===== src/rtl/fetch_unit.sv =====
// fetch_unit: LEGv8 fetch stage with a req/ack instruction-memory port and a two-entry
// instruction buffer (output slot plus one prefetch slot) with taken-branch redirect.
module fetch_unit #(
    parameter logic [63:0] PC_RESET = 64'h0
) (
    input  logic        CLK,
    input  logic        Reset_L,
    output logic        imem_req,
    output logic [63:0] imem_addr,
    input  logic        imem_ack,
    input  logic [31:0] imem_data,
    output logic [31:0] Instr,
    output logic [63:0] InstrPC,
    output logic        InstrValid,
    input  logic        InstrReady,
    input  logic        BranchTaken,
    input  logic        BranchReg,
    input  logic [63:0] BusImm,
    input  logic [63:0] RegTarget
);
    typedef enum logic [1:0] {IDLE, FETCH, WAIT_SLOT, DRAIN} state_t;
    state_t      state, state_n;
    logic [63:0] fa, fa_n, drain_addr, out_pc_n, pf_pc, pf_pc_n, target;
    logic [31:0] instr_n, pf_instr, pf_instr_n;
    logic        out_valid_n, pf_valid, pf_valid_n, consume, redirect, ack;

    assign consume   = InstrValid && InstrReady;
    assign redirect  = consume && BranchTaken;
    assign ack       = imem_ack && state == FETCH;
    assign target    = BranchReg ? RegTarget : InstrPC + (BusImm << 2);
    assign imem_req  = state == FETCH || state == DRAIN;
    assign imem_addr = state == DRAIN ? drain_addr : fa;

    // Consume shifts the prefetch slot forward first; ack data then fills the first free slot.
    always_comb begin
        fa_n        = ack ? fa + 64'd4 : fa;
        out_valid_n = consume ? pf_valid : InstrValid;
        instr_n     = consume ? pf_instr : Instr;
        out_pc_n    = consume ? pf_pc : InstrPC;
        pf_valid_n  = pf_valid && !consume;
        pf_instr_n  = pf_instr;
        pf_pc_n     = pf_pc;
        if (ack && !out_valid_n) begin
            out_valid_n = 1'b1;
            instr_n     = imem_data;
            out_pc_n    = fa;
        end else if (ack) begin
            pf_valid_n = 1'b1;
            pf_instr_n = imem_data;
            pf_pc_n    = fa;
        end
        if (redirect) begin
            out_valid_n = 1'b0;
            pf_valid_n  = 1'b0;
            fa_n        = target;
        end
        state_n = redirect ? (state == FETCH && !imem_ack ? DRAIN : FETCH)
                : state == IDLE ? FETCH
                : state == FETCH ? (out_valid_n && pf_valid_n ? WAIT_SLOT : FETCH)
                : state == WAIT_SLOT ? (consume ? FETCH : WAIT_SLOT)
                : (imem_ack ? FETCH : DRAIN);
    end

    // drain_addr tracks FA until DRAIN, then freezes on the abandoned in-flight address.
    always_ff @(posedge CLK or negedge Reset_L) begin
        if (!Reset_L) begin
            state      <= IDLE;
            fa         <= PC_RESET;
            drain_addr <= '0;
            InstrValid <= 1'b0;
            Instr      <= '0;
            InstrPC    <= '0;
            pf_valid   <= 1'b0;
            pf_instr   <= '0;
            pf_pc      <= '0;
        end else begin
            state      <= state_n;
            fa         <= fa_n;
            drain_addr <= state == DRAIN ? drain_addr : fa;
            InstrValid <= out_valid_n;
            Instr      <= instr_n;
            InstrPC    <= out_pc_n;
            pf_valid   <= pf_valid_n;
            pf_instr   <= pf_instr_n;
            pf_pc      <= pf_pc_n;
        end
    end
endmodule


===== config.mk =====
export PLATFORM = sky130hd
export DESIGN_NAME = fetch_unit
export DESIGN_NICKNAME = d
export VERILOG_FILES = /design/src/rtl/fetch_unit.sv
export SDC_FILE = /design/constraint.sdc
export NUM_CORES = 1
export LEC_CHECK = 0
export BUFFER_PORTS_ARGS = -buffer_cell sky130_fd_sc_hd__buf_2
export CAP_MARGIN = 25
export CORE_UTILIZATION = 35
export CTS_CLUSTER_SIZE = 24
export DETAILED_ROUTE_END_ITERATION = 16
export GPL_TIMING_DRIVEN = 0
export PLACE_DENSITY = 0.59
export SLEW_MARGIN = 20
export SYNTH_ARGS = -nofsm -noshare
export SYNTH_HDL_FRONTEND = slang
export SYNTH_SLANG_ARGS = --single-unit

===== constraint.sdc =====
create_clock -name CLK -period 3 [get_ports CLK]
set_input_delay 0.3 -clock CLK [delete_from_list [all_inputs] [get_ports CLK]]
set_output_delay 0.3 -clock CLK [all_outputs]
set_load 0.1 [all_outputs]

# Word level (Yosys, flattened, before mapping)

Cells that the tools add are included.

Add/sub/neg operators: 2
$mul: 0
Div/mod/pow operators: 0
Magnitude comparators: 0
Equal/unequal tests: 3
Shifts and indexed selects: 0
Mux-type cells: 22
Bitwise gates (word level): 1
Reduce and logical (&&, ||, !) cells: 15

Operators with widths:

| operator              | count |
|---|---|
| $mux 64               | 6 |
| $add 64x3->64 const B | 1 |
| $add 64x64->64        | 1 |
| $mux 32               | 2 |
| $mux 2                | 8 |
| $logic_and 1x1->1     | 7 |
| $mux 1                | 6 |
| $eq 2x2->1 const B    | 2 |
| $reduce_bool 2->1     | 2 |
| $logic_not 1->1       | 3 |
| $eq 2x1->1 const B    | 1 |
| $logic_not 2->1       | 1 |
| $reduce_and 2->1      | 1 |
| $logic_or 1x1->1      | 1 |
| $not 1->1             | 1 |

Register bits: 324
Latch bits: 0
Bits in writable memories: 0
Bits in read-only memories: 0
Output and inout port bits: 162
Logic and storage cells: 52
Memories kept: 0

# Logic depth before layout (Yosys ltp)

Depth after elaboration: 11
Mapped depth: 11
Mapped depth without buffers: 11

# Worst setup path before layout

Ideal clock, no wire load.

Path kind: register to register
Start: register InstrPC[2]
End: register fa[60]
Setup time: 0.077 ns
Data arrival time: 3.456 ns
Data required time: 2.923 ns
Slack: -0.534 ns
Cell stages (with the launch flop): 12
Buffers on the path: 0
Period minus slack after synthesis: 3.534 ns
Path through: dfrtp_1 ha_1 fa_1 a21oi_1 o211a_1 a221oi_1 a22o_1 a21oi_2 or4_1 a21oi_1 mux2_2 a21oi_1

Word-level cells in the longest chain between the ends: 3

Ends and longest elaborated chain:

| item                   | line | RTL |
|---|---|---|
| from (decl)            | 13   | `output logic [63:0] InstrPC,` |
| from (signal assigned) | 82   | `InstrPC <= out_pc_n;` |
| $add 64x64->64         | 30   | `assign target = BranchReg ? RegTarget : InstrPC + (BusImm << 2);` |
| $mux 64                | 30   |  |
| $mux 64                | 52   | `if (redirect) begin` |
| to (signal assigned)   | 78   | `fa <= fa_n;` |
| to (decl)              | 23   | `logic [63:0] fa, fa_n, drain_addr, out_pc_n, pf_pc, pf_pc_n, target;` |

No other way between the ends.
A chain may end at the register's enable or synchronous reset.

# Final worst setup path

Start: register InstrPC[5]
End: register fa[60]

The elaborated chain is that of the path after synthesis.

==> results summary <==
The share of the synthesized area in the top cell type came out at 0.441. The number of cells on the worst reg-to-reg path is 11. On the final layout, the worst hold slack is roughly 0.0089 ns. The maximum net fanout on the critical path is 5.

The area of the mapped netlist is 18400 sq um. The number of placement rows came out at just over 80. The pin count of the biggest net entering global routing is 73.

The total of fill cells in the finished design is between 4k and 5k. Summed over all instances, the cell type with the most area after synthesis is dfrtp_1. The DRC violations left is 0. The global-route wire length before repair came out at approximately 99000 um. The fraction of final layout cells with drive strength greater than 1 came out at 0.351.

Buffers placed on the I/O ports in this run total about 320. The minimum setup slack in the final design came out at -0.0888 ns. The worst endpoint required time is between 3 and 4 ns. The die footprint is 53400 sq um. The final critical path time including I/O delays and setup is 3.09 ns.

The number of max-capacitance violations reported came out at 0. The critical path launch point type is a register. Once detail routing completed, the nets flagged for antenna violations numbered 0. The longest clock path from root to sink contains 3 buffers. In the synthesized netlist the dominant register cell turns out to be dfrtp_1. During I/O placement, the number of pins put on the boundary was 328. The mean instance size in the synthesized netlist came out at a little over 10 sq um. The arrival time at the worst endpoint came out at between 3 and 4 ns.

The total of warnings raised by yosys is 0. In the final routed layout, each cell accounts on average for roughly 23 um. The critical path starts at InstrPC[5].

The number of buffers inserted during clock tree synthesis is 40. The maximum clock rate came out at 0.324 GHz. The net count reported at finish is 2488. The worst hold path belongs to the class primary input to register. The actual slew at the worst max-slew pin came out at 1.15 ns. The routability-driven placement congestion ratio came out at roughly 0.94.

The worst setup path is captured at a register. The area of the core came out at between 50000 and 60000 sq um. For the worst-skew pair, the clock arrives at the later sink with an insertion delay of a little under 0.6 ns.

The die boundary width came out at between 200 and 250 um. The worst setup path is of the register to register kind. The initial antenna violation count is 9. The number of clock sinks seen by CTS is ~320. The number of enable flip-flop cells after synthesis came out at 0.

The worst slew slack as a fraction of its limit came out at 0.234. In this run the worst setup path terminates at fa[60]. The number of distinct standard cells referenced by the synthesized netlist is 85.

The number of setup violations in the final report came out at 6. The via count of the first global-routing pass is about 16k. The initial core utilization came out at 0.356. The hold violation count in the final report came to 0.

The number of standard cells after synthesis came out at about 1.8k. The flow ran to the end, but the final reports show violations. In this run the critical register-to-register path is launched from InstrPC[5]. The HPWL after detailed placement came out at roughly 50000 um. The final routed wirelength across all metal layers is roughly 67000 um.

The number of max-slew violations in the final report is 0. The count of TritonRoute iterations in the first routing pass came out at 5. The clock-pin transition on the worst setup and hold timing paths came out at 0.06 ns.

The fraction of synthesis flops using an asynchronous set or reset pin is 1.00. The via-per-instance ratio came out at about 5.5. The portion of the clock cycle consumed by the worst path in the final layout is 1.03. The y dimension of the die is ~230 um. The endpoint identified for the worst register-to-register timing path is fa[60]. The checks that failed: setup timing. Setup repair after global routing could not meet its margin everywhere.

The overall overflow remaining after global route came out at 0. The number of DRC markers in iteration 0 is ~1.2k. The overall routing resource usage is 0.245. The area added between synthesis and finish came out at 30.4%. On the final layout, the worst clock skew is around 0.030 ns.

Clock tree synthesis selected as its root buffer the cell clkbuf_16. The H-tree depth reported by CTS is 2. The net count after synthesis came out at 2044. The post-synthesis sequential element count is around 320. The reg2reg setup slack came out at -0.09 ns. The total via count in the routed design came out at between 15k and 20k. In the post-synthesis netlist, the biggest area contributors are dfrtp_1 44%, mux2_2 10%, mux2i_1 5.6%.

The clock tree from TritonCTS is yes. For this run, the register share of the synthesized area comes to 0.441.
## cell families after synthesis
kind of cell / Yosys count / synth area share
multiplexers: 265 / 0.155
XOR/XNOR: 112 / 0.0538
buffers and inverters: 134 / 0.0316
flip-flops: 324 / 0.441
AO/OA/AOI/OAI: 460 / 0.154
adder cells (fa/ha/maj): 63 / 0.0433
AND/OR/NAND/NOR: 457 / 0.121
## through the flow
stage	area, sq um	cells	TNS [ns]	worst slack [ns]	utilization
finish	24000	2975	-0.178	-0.0888	0.464
global route	24000	2974	-1.06	-0.160	0.464
CTS	23400	2957	-0.308	-0.103	0.454
detailed placement	21100	2825	-38.95	-0.494	0.409
global placement	21000	2819	-1646.75	-5.95	0.406
floorplan	18500	1815	-0.122	-0.122	-
## worst min path at each step
stage                  start             end  cells after the start
6_report       RegTarget[56]          fa[56]                      3
5_1_grt        RegTarget[56]          fa[56]                      3
4_1_cts        RegTarget[56]          fa[56]                      3
3_5_place_dp         Reset_L  drain_addr[41]                      1
3_3_place_gp       pf_pc[56]       pf_pc[56]                      2
2_1_floorplan        Reset_L      InstrPC[0]                      0
## sequential cells by signal, indices dropped and copies added, names as in the netlist
name,cells
fa,64
pf_pc,64
state,2
InstrPC,64
pf_instr,32
pf_valid,1
Instr,32
drain_addr,64
InstrValid,1
## timing repair
item | 4_1_cts | 5_1_grt
setup endpoints to repair | 186 | 112
hold buffers | 47 | 0
gates resized for setup | 89 | 87
endpoints found under the hold margin | 147 | 0
setup buffers | 18 | 21
pin swaps | 24 | 27
## synthesized netlist by cell type (23+ instances only)
library cell and count:
clkbuf_1 78, a21oi_1 118, nand4_1 33, mux2i_1 102, ha_1 62, a211oi_1 25
inv_1 23, dfrtp_1 324, mux2_2 163, xnor2_1 57, nand3_1 38, nand2_1 201
a21o_1 49, nor2_1 81, o21ai_0 158, xor2_1 54
## critical path: stages (launching register included)
cell      delay (ns)
dfrtp_2         0.44
ha_4            0.30
nand3_1         0.10
o211a_4         0.30
buf_6           0.13
a221oi_4        0.31
a22o_1          0.24
a21oi_4         0.07
or4_4           0.47
a21oi_4         0.15
mux2_4          0.32
a21oi_2         0.16
## placed cells by master (no fill, tap or decap), types with 9 or more instances in the layout
| cell | synthesis | layout |
|---|---|---|
| xnor2_1 | 57 | 55 |
| dfrtp_2 | 0 | 40 |
| clkbuf_1 | 78 | 61 |
| and3_1 | 11 | 9 |
| nand4_1 | 33 | 33 |
| nor2_1 | 81 | 77 |
| mux2_2 | 163 | 162 |
| clkbuf_8 | 5 | 14 |
| nand3_1 | 38 | 36 |
| buf_4 | 3 | 41 |
| dfrtp_1 | 324 | 280 |
| or3_1 | 16 | 16 |
| nor3_1 | 19 | 12 |
| buf_2 | 7 | 328 |
| xor2_1 | 54 | 54 |
| dlygate4sd3_1 | 0 | 47 |
| a21o_1 | 49 | 49 |
| nand2_1 | 201 | 193 |
| o21ai_0 | 158 | 146 |
| o21bai_1 | 17 | 17 |
| ha_4 | 0 | 18 |
| a21oi_2 | 1 | 9 |
| a21oi_1 | 118 | 103 |
| clkbuf_16 | 0 | 40 |
| clkbuf_2 | 1 | 16 |
| mux2i_1 | 102 | 102 |
| o21ai_1 | 3 | 10 |
| buf_1 | 16 | 14 |
| inv_1 | 23 | 22 |
| a211oi_1 | 25 | 24 |
| ha_1 | 62 | 37 |
## routing by layer
layer / GRT usage / wire length, um / vias up
met3: 0.0417 / 4640 / 102
met2: 0.398 / 31300 / 597
li1: - / - / 7460
met4: 0.0702 / 1780 / 8
met1: 0.334 / 29200 / 8145
met5: 0 / 56 / -
## area by class of cell
class / count / area, sq um / area share
antenna: 4 / 10.0 / 0.000418
buffer: 97 / 467 / 0.0195
clock buffer: 59 / 1160 / 0.0485
clock inverter: 15 / 215 / 0.00898
inverter: 23 / 86.3 / 0.00360
multi-input combinational: 1357 / 10500 / 0.437
sequential: 324 / 8170 / 0.341
tap: 680 / 851 / 0.0355
timing repair buffer: 416 / 2530 / 0.106
Power is left out: the tool's default activity adds up to more than one toggle a clock period on the data nets, which glitch-free logic cannot reach.
